File: src/rtl/pad_arb_pkg.sv
// Shared types and helpers for the pad bank arbiter.
package pad_arb_pkg;

   typedef enum logic [1:0] {
      StIdle  = 2'd0,
      StTurn  = 2'd1,
      StOwned = 2'd2
   } arb_state_e;

   localparam int unsigned PadWDefault = 16;

   // Index width for a requester vector of n entries, never narrower than one bit.
   function automatic int unsigned idx_width(input int unsigned n);
      return (n > 1) ? $clog2(n) : 1;
   endfunction

endpackage

File: src/rtl/rr_picker.sv
// Combinational round-robin selector: first asserted request at or after the pointer,
// wrapping modulo NumReq.
module rr_picker
   import pad_arb_pkg::*;
#(
   parameter int unsigned NumReq = 4,
   parameter int unsigned IdxW   = idx_width(NumReq)
) (
   input  logic [NumReq-1:0] i_req,
   input  logic [IdxW-1:0]   i_ptr,
   output logic              o_valid,
   output logic [IdxW-1:0]   o_idx
);

   int unsigned w_pos;

   always_comb begin
      o_valid = 1'b0;
      o_idx   = '0;
      w_pos   = 0;
      for (int unsigned k = 0; k < NumReq; k++) begin
         w_pos = int'(i_ptr) + k;
         if (w_pos >= NumReq) begin
            w_pos = w_pos - NumReq;
         end
         if (!o_valid && i_req[w_pos]) begin
            o_valid = 1'b1;
            o_idx   = IdxW'(w_pos);
         end
      end
   end

endmodule

File: src/rtl/pad_bank_arbiter.sv
// Round-robin owner of the shared IO pad bank with a tristated turnaround gap between owners.
// Forced handover after MAX_HOLD owned cycles is built only when PAD_ARB_TIMEOUT_EN is defined.
module pad_bank_arbiter
   import pad_arb_pkg::*;
#(
   parameter int unsigned NUM_REQ     = 4,
   parameter int unsigned PAD_W       = PadWDefault,
   parameter int unsigned TURN_CYCLES = 2,
   parameter int unsigned MAX_HOLD    = 256
) (
   input  logic                             sys_clk,
   input  logic                             rst,
   input  logic [NUM_REQ-1:0]               req,
   input  logic [NUM_REQ*PAD_W-1:0]         req_pad_o,
   input  logic [NUM_REQ*PAD_W-1:0]         req_pad_oe,
   output logic [NUM_REQ-1:0]               gnt,
   output logic [NUM_REQ-1:0]               preempt,
   output logic [idx_width(NUM_REQ)-1:0]    owner,
   output logic                             busy,
   input  logic [PAD_W-1:0]                 io_pad_i,
   output logic [PAD_W-1:0]                 req_pad_i,
   output logic [PAD_W-1:0]                 io_pad_o,
   output logic [PAD_W-1:0]                 io_pad_oe
);

   localparam int unsigned IdxW  = idx_width(NUM_REQ);
   localparam int unsigned TurnW = (TURN_CYCLES > 1) ? $clog2(TURN_CYCLES) : 1;
   localparam logic [TurnW-1:0]   TurnInit = TurnW'(TURN_CYCLES - 1);
   localparam logic [IdxW-1:0]    LastIdx  = IdxW'(NUM_REQ - 1);
   localparam logic [NUM_REQ-1:0] OneHot0  = NUM_REQ'(1);

   if (NUM_REQ < 2 || NUM_REQ > 8 || TURN_CYCLES < 1 || MAX_HOLD < 2) begin : g_param_check
      $error("pad_bank_arbiter: parameter out of range");
   end

   arb_state_e           r_state, w_state_d;
   logic [IdxW-1:0]      r_owner, w_owner_d;
   logic [IdxW-1:0]      r_ptr, w_ptr_d;
   logic [TurnW-1:0]     r_turn_cnt, w_turn_cnt_d;
   logic [NUM_REQ-1:0]   r_gnt, w_gnt_d;

   logic                 w_pick_valid;
   logic [IdxW-1:0]      w_pick_idx;
   logic                 w_owner_req;
   logic                 w_owned;

`ifdef PAD_ARB_TIMEOUT_EN
   localparam int unsigned HoldW = $clog2(MAX_HOLD);
   localparam logic [HoldW-1:0] HoldMax = HoldW'(MAX_HOLD - 1);

   logic [HoldW-1:0]     r_hold, w_hold_d;
   logic [NUM_REQ-1:0]   r_preempt, w_preempt_d;
   logic [NUM_REQ-1:0]   w_owner_oh;
   logic                 w_others;

   assign w_owner_oh = OneHot0 << r_owner;
   assign w_others   = |(req & ~w_owner_oh);
`endif

   rr_picker #(
      .NumReq (NUM_REQ),
      .IdxW   (IdxW)
   ) u_rr_picker (
      .i_req   (req),
      .i_ptr   (r_ptr),
      .o_valid (w_pick_valid),
      .o_idx   (w_pick_idx)
   );

   assign w_owner_req = req[r_owner];

   always_comb begin
      w_state_d    = r_state;
      w_owner_d    = r_owner;
      w_ptr_d      = r_ptr;
      w_turn_cnt_d = r_turn_cnt;
`ifdef PAD_ARB_TIMEOUT_EN
      w_hold_d     = r_hold;
      w_preempt_d  = '0;
`endif
      unique case (r_state)
         StIdle: begin
            if (w_pick_valid) begin
               w_state_d    = StTurn;
               w_owner_d    = w_pick_idx;
               w_turn_cnt_d = TurnInit;
            end
         end
         StTurn: begin
            if (r_turn_cnt == '0) begin
               // The candidate must still want the pads once the gap has elapsed.
               if (w_owner_req) begin
                  w_state_d = StOwned;
                  w_ptr_d   = (r_owner == LastIdx) ? '0 : r_owner + 1'b1;
`ifdef PAD_ARB_TIMEOUT_EN
                  w_hold_d  = '0;
`endif
               end else begin
                  w_state_d = StIdle;
               end
            end else begin
               w_turn_cnt_d = r_turn_cnt - 1'b1;
            end
         end
         StOwned: begin
            if (!w_owner_req) begin
               if (w_pick_valid) begin
                  w_state_d    = StTurn;
                  w_owner_d    = w_pick_idx;
                  w_turn_cnt_d = TurnInit;
               end else begin
                  w_state_d = StIdle;
               end
            end
`ifdef PAD_ARB_TIMEOUT_EN
            // Pointer already sits past the owner, so the pick lands on another requester.
            else if (r_hold == HoldMax && w_others) begin
               w_preempt_d  = w_owner_oh;
               w_state_d    = StTurn;
               w_owner_d    = w_pick_idx;
               w_turn_cnt_d = TurnInit;
            end else if (r_hold != HoldMax) begin
               w_hold_d = r_hold + 1'b1;
            end
`endif
         end
         default: begin
            w_state_d = StIdle;
         end
      endcase
      w_gnt_d = (w_state_d == StOwned) ? (OneHot0 << w_owner_d) : '0;
   end

   always_ff @(posedge sys_clk or posedge rst) begin
      if (rst) begin
         r_state    <= StIdle;
         r_owner    <= '0;
         r_ptr      <= '0;
         r_turn_cnt <= '0;
         r_gnt      <= '0;
      end else begin
         r_state    <= w_state_d;
         r_owner    <= w_owner_d;
         r_ptr      <= w_ptr_d;
         r_turn_cnt <= w_turn_cnt_d;
         r_gnt      <= w_gnt_d;
      end
   end

`ifdef PAD_ARB_TIMEOUT_EN
   always_ff @(posedge sys_clk or posedge rst) begin
      if (rst) begin
         r_hold    <= '0;
         r_preempt <= '0;
      end else begin
         r_hold    <= w_hold_d;
         r_preempt <= w_preempt_d;
      end
   end

   assign preempt = r_preempt;
`else
   assign preempt = '0;
`endif

   assign gnt   = r_gnt;
   assign owner = r_owner;
   assign busy  = (r_state != StIdle);

   // Reset gates the pads directly so they release without waiting for the state to settle.
   assign w_owned   = (r_state == StOwned) && !rst;
   assign io_pad_o  = w_owned ? req_pad_o[PAD_W*r_owner +: PAD_W]  : '0;
   assign io_pad_oe = w_owned ? req_pad_oe[PAD_W*r_owner +: PAD_W] : '0;
   assign req_pad_i = io_pad_i;

   a_gnt_onehot: assert property (@(posedge sys_clk) disable iff (rst) $onehot0(gnt));
   a_oe_owned: assert property (@(posedge sys_clk) disable iff (rst)
                                (r_state != StOwned) |-> (io_pad_oe == '0));

endmodule

File: config.mk
export PLATFORM = sky130hd
export DESIGN_NAME = pad_bank_arbiter
export DESIGN_NICKNAME = d
export VERILOG_FILES = /design/src/rtl/pad_arb_pkg.sv /design/src/rtl/rr_picker.sv /design/src/rtl/pad_bank_arbiter.sv
export SDC_FILE = /design/constraint.sdc
export NUM_CORES = 1
export LEC_CHECK = 0
export CAP_MARGIN = 20
export CORE_MARGIN = 2
export CORE_UTILIZATION = 30
export CTS_CLUSTER_SIZE = 14
export DETAILED_ROUTE_END_ITERATION = 10
export PLACE_DENSITY = 0.88
export SYNTH_ARGS = -nofsm -noshare
export SYNTH_HDL_FRONTEND = slang
export SYNTH_HIERARCHICAL = 1
export SYNTH_SLANG_ARGS = --single-unit
File: constraint.sdc
create_clock -name sys_clk -period 5.6 [get_ports sys_clk]
set_clock_uncertainty 0.05 [all_clocks]
set_input_delay 1.12 -clock sys_clk [delete_from_list [all_inputs] [get_ports sys_clk]]
set_output_delay 1.12 -clock sys_clk [all_outputs]
set_load 0.005 [all_outputs]
**Yosys cells after proc, flatten, opt, wreduce, memory -nomap -nowiden**

Cells that the tools add are included.

- Reductions and logical operators: 13
- Mux-type cells: 39
- Equal/unequal tests: 5
- Bitwise operators: 1
- Magnitude comparators: 9
- $add $sub $neg: 9
- Shift-type cells: 3

Operator list:

| operator | count |
|---|---|
| $lt A32 B3 Y1 const B | 4 |
| $mux W32 | 4 |
| $shiftx A64 B7 Y16 | 2 |
| $ge A32 B3 Y1 const B | 3 |
| $sub A32 B3 Y32 const B | 3 |
| $mux W16 | 2 |
| $mux W2 | 11 |
| $mux W1 | 13 |
| $bmux W1 S2 | 5 |
| $add A2 B2 Y3 const B | 2 |
| $eq A2 B2 Y1 const B | 3 |
| $pmux W2 S3 | 1 |
| $logic_and A1 B1 Y1 | 4 |
| $logic_not A1 Y1 | 4 |
| $mux W4 | 1 |
| $pmux W2 S2 | 1 |
| $shl A1 B2 Y4 const A | 1 |
| $sub A2 B3 Y4 const B | 1 |
| $add A2 B1 Y3 const B | 1 |
| $ge A2 B3 Y1 const B | 1 |
| $lt A2 B3 Y1 const B | 1 |
| $pmux W1 S3 | 1 |
| $reduce_and A3 Y1 | 1 |
| $reduce_bool A3 Y1 | 1 |
| 8 further kinds | 8 |

- Register bits: 11
- Word-level logic and storage cells: 84
- Bits of input ports: 150

**Depth between registers and ports, before layout**

- Depth after elaboration: 19
- Gate-level depth with buffers: 7
- Depth with buffers taken out: 7

**Modules after synthesis**

Netlist, hierarchy kept.

Modules (own cells, without submodules):

| module | cells each | area each (µm²) | instances | seq. area each (µm²) |
|---|---|---|---|---|
| pad_bank_arbiter | 148 | 1,735.4 | 1 | 275.3 |
| rr_picker | 15 | 77.6 | 1 | 0.0 |

**Least setup slack after synthesis**

No wires, ideal clock.

- Kind: input port to output port
- Start point: input port rst
- End point: output port io_pad_oe[10]
- Slack: 2.465 ns
- Data arrival time: 1.965 ns
- Data required time: 4.430 ns
- Stages on the path: 3
- Cell sequence: inv_1 -> clkbuf_1 -> and3_1

- Word-level cells in the longest chain between the ends: 3

Ends and longest elaborated chain:

| what | line | text |
|---|---|---|
| start: declaration | pad_bank_arbiter.sv:12 | `input logic rst,` |
| $logic_not A1 Y1 | pad_bank_arbiter.sv:171 | `assign w_owned = (r_state == StOwned) && !rst;` |
| $logic_and A1 B1 Y1 | pad_bank_arbiter.sv:171 |  |
| $mux W16 | pad_bank_arbiter.sv:173 | `assign io_pad_oe = w_owned ? req_pad_oe[PAD_W*r_owner +: PAD_W] : '0;` |
| end: declaration | pad_bank_arbiter.sv:23 | `output logic [PAD_W-1:0] io_pad_oe` |

Every way passes these cells.

**Worst setup path in the final report**

- Start point: input port rst
- End point: output port io_pad_oe[5]

Same word-level chain as after synthesis.

==> insert_results.sql <==
INSERT INTO impl_metrics (metric_group, metric, value, unit) VALUES
('layout', 'finalNetCount', '464', ''),
('layout', 'layout-area-overhead-vs-synth', '94.3', '%'),
('placement', 'io_buffers', '172', ''),
('yosys', 'mappedNetlistArea', '0.00181', 'mm^2'),
('critical_path', 'timing.critical_path.slowest_stage_cell', 'inv_1', ''),
('placement', 'numPlacedInstances', '381', ''),
('die', 'placeableCoreArea', '0.00589', 'mm^2'),
('clock_tree', 'cts_setup_buffers', '0', ''),
('power', 'comb_power_share', '74.9', '%'),
('critical_path', 'endpoint_kind', 'primary output', ''),
('critical_path', 'worst_path_cell_chain', 'clkdlybuf4s50_1 -> inv_1 -> and3_1 -> clkdlybuf4s50_1', ''),
('timing', 'final-max-slew-violation-count', '0', ''),
('timing', 'worst-slew-pin-transition', '0.982', 'ns'),
('timing', 'tns', '0', 'ns'),
('timing', 'timing.max_slew.rel_slack', '34.5', '%'),
('critical_path', 'cp_top_family', 'buffers and inverters', ''),
('critical_path', 'max_fo_critical_path', '38', ''),
('layout', 'final.fill_count', '474', ''),
('global_route', 'grt_pass1_wl', '10900', 'um'),
('worst_hold_path', 'hold_path.class', 'reg2reg', ''),
('yosys', 'synth_cells', '163', ''),
('timing', 'maxClockFrequency', '237', 'MHz'),
('power', 'sw_frac_of_total', '36.7', '%'),
('detailed_routing', 'postRouteAntennaNets', '0', ''),
('yosys', 'number_of_enable_type_register_cells_in_the_synthesized_netlist', '0', ''),
('yosys', 'synth_area_leaders', 'mux4_2 (40%), dfrtp_1 (15%), and3_1 (11%)', ''),
('clock_tree', 'numClockSinks', '11', ''),
('yosys', 'ys_types', '37', ''),
('clock_tree', 'tritoncts.num_buffers', '3', ''),
('critical_path', 'critical_path_required', '4.43', 'ns'),
('power', 'power.density', '283', 'mW/mm^2'),
('clock_tree', 'cts-root-buf', 'clkbuf_8', ''),
('critical_path', 'cp.buffers_inverters', '3', ''),
('critical_path', 'worst_path_most_repeated_cell', 'clkdlybuf4s50_1', ''),
('timing', 'final.min_clock_period', '4.22', 'ns'),
('timing', 'setup_viol', '0', ''),
('yosys', 'synth_seq_area_share', '15.2', '%'),
('power', 'vdd_drop_max', '249', 'uV'),
('critical_path', 'start_kind', 'input pin', ''),
('global_route', 'grt_util_all_layers', '22.0', '%'),
('detailed_routing', 'drt_wl_total', '7560', 'um'),
('timing', 'timing.final.hold_violations', '0', ''),
('clock_tree', 'htreeDepth', '1', ''),
('power', 'cellLeakagePower', '1.41', 'nW'),
('die', 'die_x', '81.7', 'um'),
('die', 'design.die.area', '0.00668', 'mm^2'),
('global_route', 'grt_pass1_vias', '2200', ''),
('global_route', 'overflow', '0', ''),
('timing', 'finalHoldWorstSlack', '0.498', 'ns'),
('global_route', 'grt_max_degree', '39', ''),
('die', 'io_pins', '209', ''),
('detailed_routing', 'route.vias.total', '2037', ''),
('placement', 'detailedPlacementHpwl', '6240', 'um'),
('layout', 'layout.cells.non_filler', '387', ''),
('detailed_routing', 'detail_route.vias_per_cell', '5.26', ''),
('global_route', 'antenna_found_initial', '0', ''),
('run_status', 'status', 'complete, no violations', ''),
('yosys', 'synth_top_cells_by_count', 'and3_1 (32), mux4_2 (32), buf_4 (21), dfrtp_1 (11), clkbuf_1 (8)', ''),
('power', 'power.sequential.fraction', '17.1', '%'),
('power', 'p_int', '0.632', 'mW'),
('critical_path', 'critPathKind', 'in2out', ''),
('timing', 'min_period_over_period', '75.3', '%'),
('detailed_routing', 'drc_errors', '0', ''),
('clock_tree', 'clock_tree_from_tritoncts', 'built', ''),
('layout', 'layout-drive-gt1-share', '16.7', '%'),
('yosys', 'dominantRegCellSynth', 'dfrtp_1', ''),
('critical_path', 'arrival_worst_endpoint', '3.05', 'ns'),
('power', 'power_frac_clock', '8.1', '%'),
('yosys', 'synth.avg_cell_area', '11.1', 'um^2'),
('yosys', 'yosys_warnings', '6', ''),
('die', 'rows', '28', '');
## sequential cells by signal, indices dropped and copies added (netlist names)
| name | cells |
|---|---|
| r_turn_cnt | 1 |
| owner | 2 |
| r_ptr | 2 |
| gnt | 4 |
| r_state | 2 |
## cells by family (layout without fill, tap and decap cells)
group           after synthesis  in the layout  share of synthesized area [%]
fa+ha+maj                     1              1                          0.690
simple gates                 53             53                           18.2
compound gates               17             17                           7.52
flops                        11             11                           15.2
mux                          38             38                           44.4
other cells                   1              4                          0.207
buf+inv                      42            188                           13.8
## metrics by stage
| step | setup slack [ns] | util, % | cell area, um^2 |
|---|---|---|---|
| 6_report | 1.38 | 59.8 | 3520 |
| 3_3_place_gp | 1.38 | 58.5 | 3440 |
| 4_1_cts | 1.37 | 59.2 | 3490 |
| 3_5_place_dp | 1.38 | 58.5 | 3440 |
| 5_1_grt | 1.19 | 59.8 | 3520 |
| 2_1_floorplan | 2.46 | - | 1820 |
## cells in the final DEF, fill, tap and decap left out, types with 2 or more instances in the layout
cell	instances
clkdlybuf4s50_1	172
mux4_2	32
and3_1	32
dfrtp_1	10
nand2_1	7
a21oi_1	7
inv_1	6
conb_1	4
clkbuf_8	3
buf_4	3
nor2_1	2
nand2b_1	2
o21a_1	2
mux2_2	2
nor2b_1	2
## final cells by class
cell class | instances | area, um^2 | share of cell area, %
timing repair buffer | 177 | 1780 | 50.5
clock buffer | 4 | 45.0 | 1.28
sequential | 11 | 277 | 7.85
tap | 75 | 93.8 | 2.66
multi-input combinational | 113 | 1300 | 36.9
inverter | 7 | 26.3 | 0.746
## per-layer routing
layer / track usage, % / vias to the layer above / wire length (um)
met3: 6.37 / 15 / 619
li1: - / 910 / -
met4: 6.00 / 0 / 165
met1: 23.5 / 995 / 2820
met2: 41.7 / 117 / 3960
met5: 0 / - / 0
## power by group through the flow
stage	registers, mW	clock network (mW)	logic [mW]
2_1_floorplan	0.142	0	0.517
3_3_place_gp	0.224	0	0.659
3_5_place_dp	0.225	0	0.674
4_1_cts	0.224	0.0816	0.677
5_1_grt	0.177	0.0860	0.801
6_report	0.170	0.0804	0.747
## final timing paths
check	start	endpoint	slack, ns	depth (start not counted)
worst min register to register	r_state[0]$_DFF_PP0_	r_turn_cnt$_DFFE_PP0P_	0.50	1
worst max register to register	owner[1]$_DFF_PP0_	gnt[1]$_DFF_PP0_	3.34	5
worst max-delay path	rst	io_pad_oe[5]	1.38	4
worst min-delay path	r_state[0]$_DFF_PP0_	r_turn_cnt$_DFFE_PP0P_	0.50	1
max in group asynchronous	rst	owner[0]$_DFF_PP0_	3.46	3
min in group asynchronous	rst	owner[1]$_DFF_PP0_	1.38	2
Note: power is estimated with default switching activity, not from simulation.
